==> src/rtl/sram_controller.sv <==
// sram_controller
//   Runs each MEM-stage load/store as two half-word accesses on a 16-bit
//   external SRAM. The low half-word goes first, then the high half-word.
//   Each half-word phase lasts WAIT_CYCLES+1 cycles. The byte address is
//   rebased by BASE_ADDR and turned into an SRAM word index.
//
//   Handshake: the pipeline holds rd_en/wr_en (and address/write_data)
//   stable while frozen. The freeze is (rd_en|wr_en) & ~ready. ready is
//   high when no request is pending, or in the single DONE cycle. The
//   pipeline advances on the edge that ends DONE, so a request is consumed
//   exactly once.
//
// Ports
//   clk, rst          clock (rising edge), asynchronous active-low reset
//   rd_en, wr_en      load / store request (write wins if both are high)
//   address           byte address; bits [1:0] are ignored
//   write_data        store value
//   read_data         load result; holds until the next load completes
//   ready             completion / not-busy indication
//   sram_addr         half-word address to the SRAM
//   sram_we_n         SRAM write strobe, active-low
//   sram_dq_oe        output enable for the data pins
//   sram_dq_out       write data to the pins
//   sram_dq_in        read data from the pins
//   dbg_state         current FSM state (0 idle, 1 lo, 2 hi, 3 done)
module sram_controller #(
  parameter int unsigned WAIT_CYCLES = 1,
  parameter logic [31:0] BASE_ADDR   = 32'd1024
) (
  input  logic        clk,
  input  logic        rst,
  input  logic        rd_en,
  input  logic        wr_en,
  input  logic [31:0] address,
  input  logic [31:0] write_data,
  output logic [31:0] read_data,
  output logic        ready,
  output logic [17:0] sram_addr,
  output logic        sram_we_n,
  output logic        sram_dq_oe,
  output logic [15:0] sram_dq_out,
  input  logic [15:0] sram_dq_in,
  output logic [1:0]  dbg_state
);

  typedef enum logic [1:0] {
    S_IDLE = 2'd0,
    S_LO   = 2'd1,
    S_HI   = 2'd2,
    S_DONE = 2'd3
  } state_t;

  localparam logic [3:0] LAST_CNT = 4'(WAIT_CYCLES);

  state_t      state;
  state_t      state_nxt;
  logic [3:0]  wait_cnt;
  logic [16:0] word_q;
  logic [31:0] wdata_q;
  logic        op_wr_q;

  logic        req;
  logic        phase_last;
  logic [31:0] offset;
  logic        unused_offset_bits;

  assign req        = rd_en | wr_en;
  assign phase_last = (wait_cnt == LAST_CNT);
  // Rebase and drop the byte offset. The subtraction wraps and is not
  // range-checked. Only 17 word bits reach the 18-bit half-word address.
  assign offset             = address - BASE_ADDR;
  assign unused_offset_bits = ^{offset[31:19], offset[1:0]};
  assign dbg_state          = state;

  // Next-state logic and all pin outputs. Outputs are decoded from state
  // alone, so an asynchronous reset returns the pins to idle immediately.
  always_comb begin
    state_nxt   = state;
    ready       = 1'b0;
    sram_addr   = 18'd0;
    sram_we_n   = 1'b1;
    sram_dq_oe  = 1'b0;
    sram_dq_out = 16'd0;
    case (state)
      S_IDLE: begin
        ready = ~req;
        if (req) state_nxt = S_LO;
      end
      S_LO, S_HI: begin
        sram_addr  = {word_q, (state == S_HI)};
        sram_dq_oe = op_wr_q;
        // The strobe rises on the last cycle of a phase. The address and
        // data stay stable across that rising edge.
        sram_we_n  = ~(op_wr_q & ~phase_last);
        if (op_wr_q) sram_dq_out = (state == S_HI) ? wdata_q[31:16] : wdata_q[15:0];
        if (phase_last) state_nxt = (state == S_LO) ? S_HI : S_DONE;
      end
      S_DONE: begin
        ready     = 1'b1;
        state_nxt = S_IDLE;
      end
      default: state_nxt = S_IDLE;
    endcase
  end

  always_ff @(posedge clk or negedge rst) begin
    if (!rst) begin
      state     <= S_IDLE;
      wait_cnt  <= 4'd0;
      word_q    <= 17'd0;
      wdata_q   <= 32'd0;
      op_wr_q   <= 1'b0;
      read_data <= 32'd0;
    end else begin
      state <= state_nxt;
      // The counter restarts on every state change, which covers entry to
      // both LO and HI.
      if (state_nxt != state) wait_cnt <= 4'd0;
      else if (state == S_LO || state == S_HI) wait_cnt <= wait_cnt + 4'd1;

      if (state == S_IDLE && req) begin
        word_q  <= offset[18:2];
        wdata_q <= write_data;
        op_wr_q <= wr_en;
      end

      if (!op_wr_q && phase_last) begin
        if (state == S_LO) read_data[15:0]  <= sram_dq_in;
        if (state == S_HI) read_data[31:16] <= sram_dq_in;
      end
    end
  end

endmodule

==> config.mk <==
export PLATFORM = sky130hd
export DESIGN_NAME = sram_controller
export DESIGN_NICKNAME = d
export VERILOG_FILES = /design/src/rtl/sram_controller.sv
export SDC_FILE = /design/constraint.sdc
export NUM_CORES = 1
export LEC_CHECK = 0
export BUFFER_PORTS_ARGS = -buffer_cell sky130_fd_sc_hd__buf_2
export CAP_MARGIN = 15
export CORE_MARGIN = 4
export CORE_UTILIZATION = 44
export CTS_CLUSTER_SIZE = 40
export DETAILED_ROUTE_END_ITERATION = 7
export HOLD_SLACK_MARGIN = 0.02
export PLACE_DENSITY = 0.76
export RECOVER_POWER = 25
export SYNTH_ARGS = -nofsm -noshare
export SYNTH_HDL_FRONTEND = slang
export SYNTH_SLANG_ARGS = --single-unit
==> constraint.sdc <==
create_clock -name clk -period 1.7 [get_ports clk]
set_input_delay 0.255 -clock clk [delete_from_list [all_inputs] [get_ports clk]]
set_output_delay 0.255 -clock clk [all_outputs]
set_load 0.01 [all_outputs]
==> impl_metrics.yaml <==
power:
  seqPwrFrac: 0.335
  p_switching_uw: 4180
  swShare: 0.382
  leakage_uw: 0.00282
  power_density_mw_per_mm2: 2010
  irDropWorstVdd_mv: 0.874
  power_frac_comb: 0.504
  intPower_uw: 6770
  clockPowerShare: 0.161
floorplanning:
  coreArea_mm2: 0.00881
  die_h_um: 104
  rows: 34
  fp.dieW_um: 104
  num_io_pins: 155
  start_util: 0.456
  dieArea_mm2: 0.0107
timing:
  tightest_slew_ps: 819
  period_share: 1.13
  rsz0062_at_grt: "yes"
  hold_viol_final: 0
  maxSlewViolCount: 0
  min_period_ps: 1910
  setup_violations: 56
  worst_slack_ps: -215
  fmax_mhz: 522
  fin_skew_ps: 6.88
  tns_ps: -6300
  relSlewSlack: 0.454
cts:
  cts_sinks: 88
  clock_latency_ps: 350
  numCtsBuffers: 9
  path_clk_slew_ps: 100
  cts_tree: "yes"
  clockBufferDepth: 2
  clock-root-buffer: "clkbuf_8"
  ctsHtreeMaxLevel: 3
yosys:
  synth_simple_gate_area_frac: 0.217
  avgSynthCellArea_um2: 10.2
  synth-adder-area-share: 0.0249
  ys_warn_count: 0
  synth_top_family_by_area: "simple AND/OR/NAND/NOR gates"
  synth_seq_cells: 88
  synthesis.area_mm2: 0.00402
  synthCells: 392
  synth_cell_types: 36
  synth_fp_nets: 484
  synth_mux_area_frac: 0.130
  synth-compound-area-share: 0.0393
  synth.yosys.seq_area_share: 0.548
  synth_xor_area_frac: 0.0131
outcome:
  violations: "negative setup slack"
  status: "finished with violations"
setup_path:
  cp.required_ps: 1440
  cp-end-kind: "output pin"
  cp_max_fo: 4
  arrival_ps: 1660
  crit_type: "reg2out"
  setup.worst_path.start_class: "flop"
detailed_routing:
  viasPerCell: 5.00
  routedWlPerCell_um: 14.7
  ant_nets: 0
  wirelength_um: 9790
  dr.pass1.iters: 5
  vias: 3333
  drc: 0
  drtIter0Drc: 123
place:
  gp_congestion: 0.807
  port_buffers: 139
  post_dp_cell_area_mm2: 0.00499
  place_ws_ps: -20.6
  dp_hpwl_um: 6860
final_layout:
  drive_gt1_frac: 0.433
  fin_area_mm2: 0.00543
  nNetsFinal: 646
  fillers: 727
  syn2layout_area_growth_pct: 35.3
  antenna_cells: 0
global_routing:
  grt_max_degree: 50
  grt_pass1_wl_um: 16200
  gr-total-overflow: 0
  first_global_vias: 3385
  grt_usage: 0.182
  antenna_found_initial: 0
job:
  cap_violations: 0
worst_hold_path:
  worst_hold_path_type: "in2reg"
[state kept, by name, indices dropped and copies added (netlist names)]
signal	count
op_wr_q	1
wdata_q	32
wait_cnt	4
word_q	17
read_data	32
dbg_state	2
[power by group through the flow]
stage / sequential [uW] / combinational [uW] / clock (uW)
global placement: 3640 / 4850 / 0
finish: 3670 / 5510 / 1760
CTS: 3660 / 5340 / 1820
global route: 3790 / 6080 / 1900
detailed placement: 3710 / 4990 / 0
floorplan: 3830 / 2890 / 0
[cells in the final DEF (no fill, tap or decap), drive strengths merged, types with 4 or more instances in the layout]
cell type  instances
clkbuf            13
xnor2              4
inv               10
a31oi              5
mux2i             16
buf              164
mux2              32
o21ai              8
nor3b              4
and2              18
nand2            131
ha                 8
nor2              25
dfrtp             88
[metrics by stage]
step                instances  total power, uW  hold slack (ps)   util
floorplan                 392             6720            -40.6      -
global placement          639             8500              239  0.567
detailed placement        639             8700              244  0.567
CTS                       665            10800             72.3  0.612
global route              667            11800             75.5  0.617
finish                    667            10900             87.5  0.617
[critical path, stage by stage, from the launching register on]
cell	delay [ps]
dfrtp_2	430
inv_4	90
ha_4	210
clkbuf_16	170
mux2i_1	210
nor2_2	60
buf_2	140
[cell families (layout without fill, tap and decap cells)]
group,after synthesis,count (layout)
simple gates,193,193
mux,48,48
fa+ha+maj,8,8
compound gates,24,24
flops,88,88
buf+inv,25,192
xor+xnor,6,6
[synthesized netlist by cell type (all sizes together)]
cell type,number,area (um^2)
dfrtp,88,2200
mux2i,16,160
nand3b,2,40.0
nor2,25,93.8
o311a,1,10.0
a2111oi,1,10.0
nor3,2,10.0
a211oi,1,7.51
o21bai,1,7.51
xor2,2,17.5
ha,8,100
o31ai,3,22.5
or3b,1,11.3
or4,3,26.3
o21ai,8,40.0
nand2,131,492
a21oi,1,5.00
or3,3,18.8
buf,5,37.5
nor2b,2,12.5
clkbuf,13,48.8
nor3b,4,41.3
nand4,1,6.26
a21boi,1,7.51
and2,18,113
or2,1,6.26
o21a,1,7.51
inv,7,26.3
a31oi,5,31.3
mux2,32,360
a2bb2oi,1,8.76
xnor2,4,35.0
[cell type report]
class / instances / area [um^2] / share of cell area
inverter: 7 / 28.8 / 0.00530
sequential: 88 / 2200 / 0.406
clock inverter: 7 / 125 / 0.0230
tap: 108 / 135 / 0.0249
timing repair buffer: 169 / 1020 / 0.187
clock buffer: 9 / 124 / 0.0228
multi-input combinational: 279 / 1800 / 0.331
[final timing paths]
check / start / endpoint / slack [ps] / cells past startpoint
max: dbg_state[0] / sram_dq_out[15] / -210 / 6
min: write_data[29] / wdata_q[29] / 90 / 3
max reg2reg: dbg_state[1] / wait_cnt[1] / -80 / 6
min reg2reg: word_q[5] / word_q[5] / 470 / 2
max in group asynchronous: rst / wdata_q[1] / 180 / 3
min in group asynchronous: rst / read_data[31] / 550 / 2
[per-layer routing]
metal / GRT usage / routed length, um / part of all wire
met1: 0.232 / 4310 / 0.44
met3: 0.0466 / 638 / 0.065
met5: 0 / 0 / 0
met2: 0.300 / 4710 / 0.48
met4: 0.0674 / 121 / 0.012
[what timing repair did]
| action | CTS | global route |
|---|---|---|
| setup buffers | 8 | 1 |
| endpoints found under the setup margin | 36 | 72 |
| gates cloned | 1 | 1 |
| pin swaps | 2 | 3 |
| hold buffers | 1 | 0 |
| resized for setup | 14 | 8 |
| hold endpoints to repair | 31 | 0 |
No activity file was read; power rests on OpenSTA's default activity.
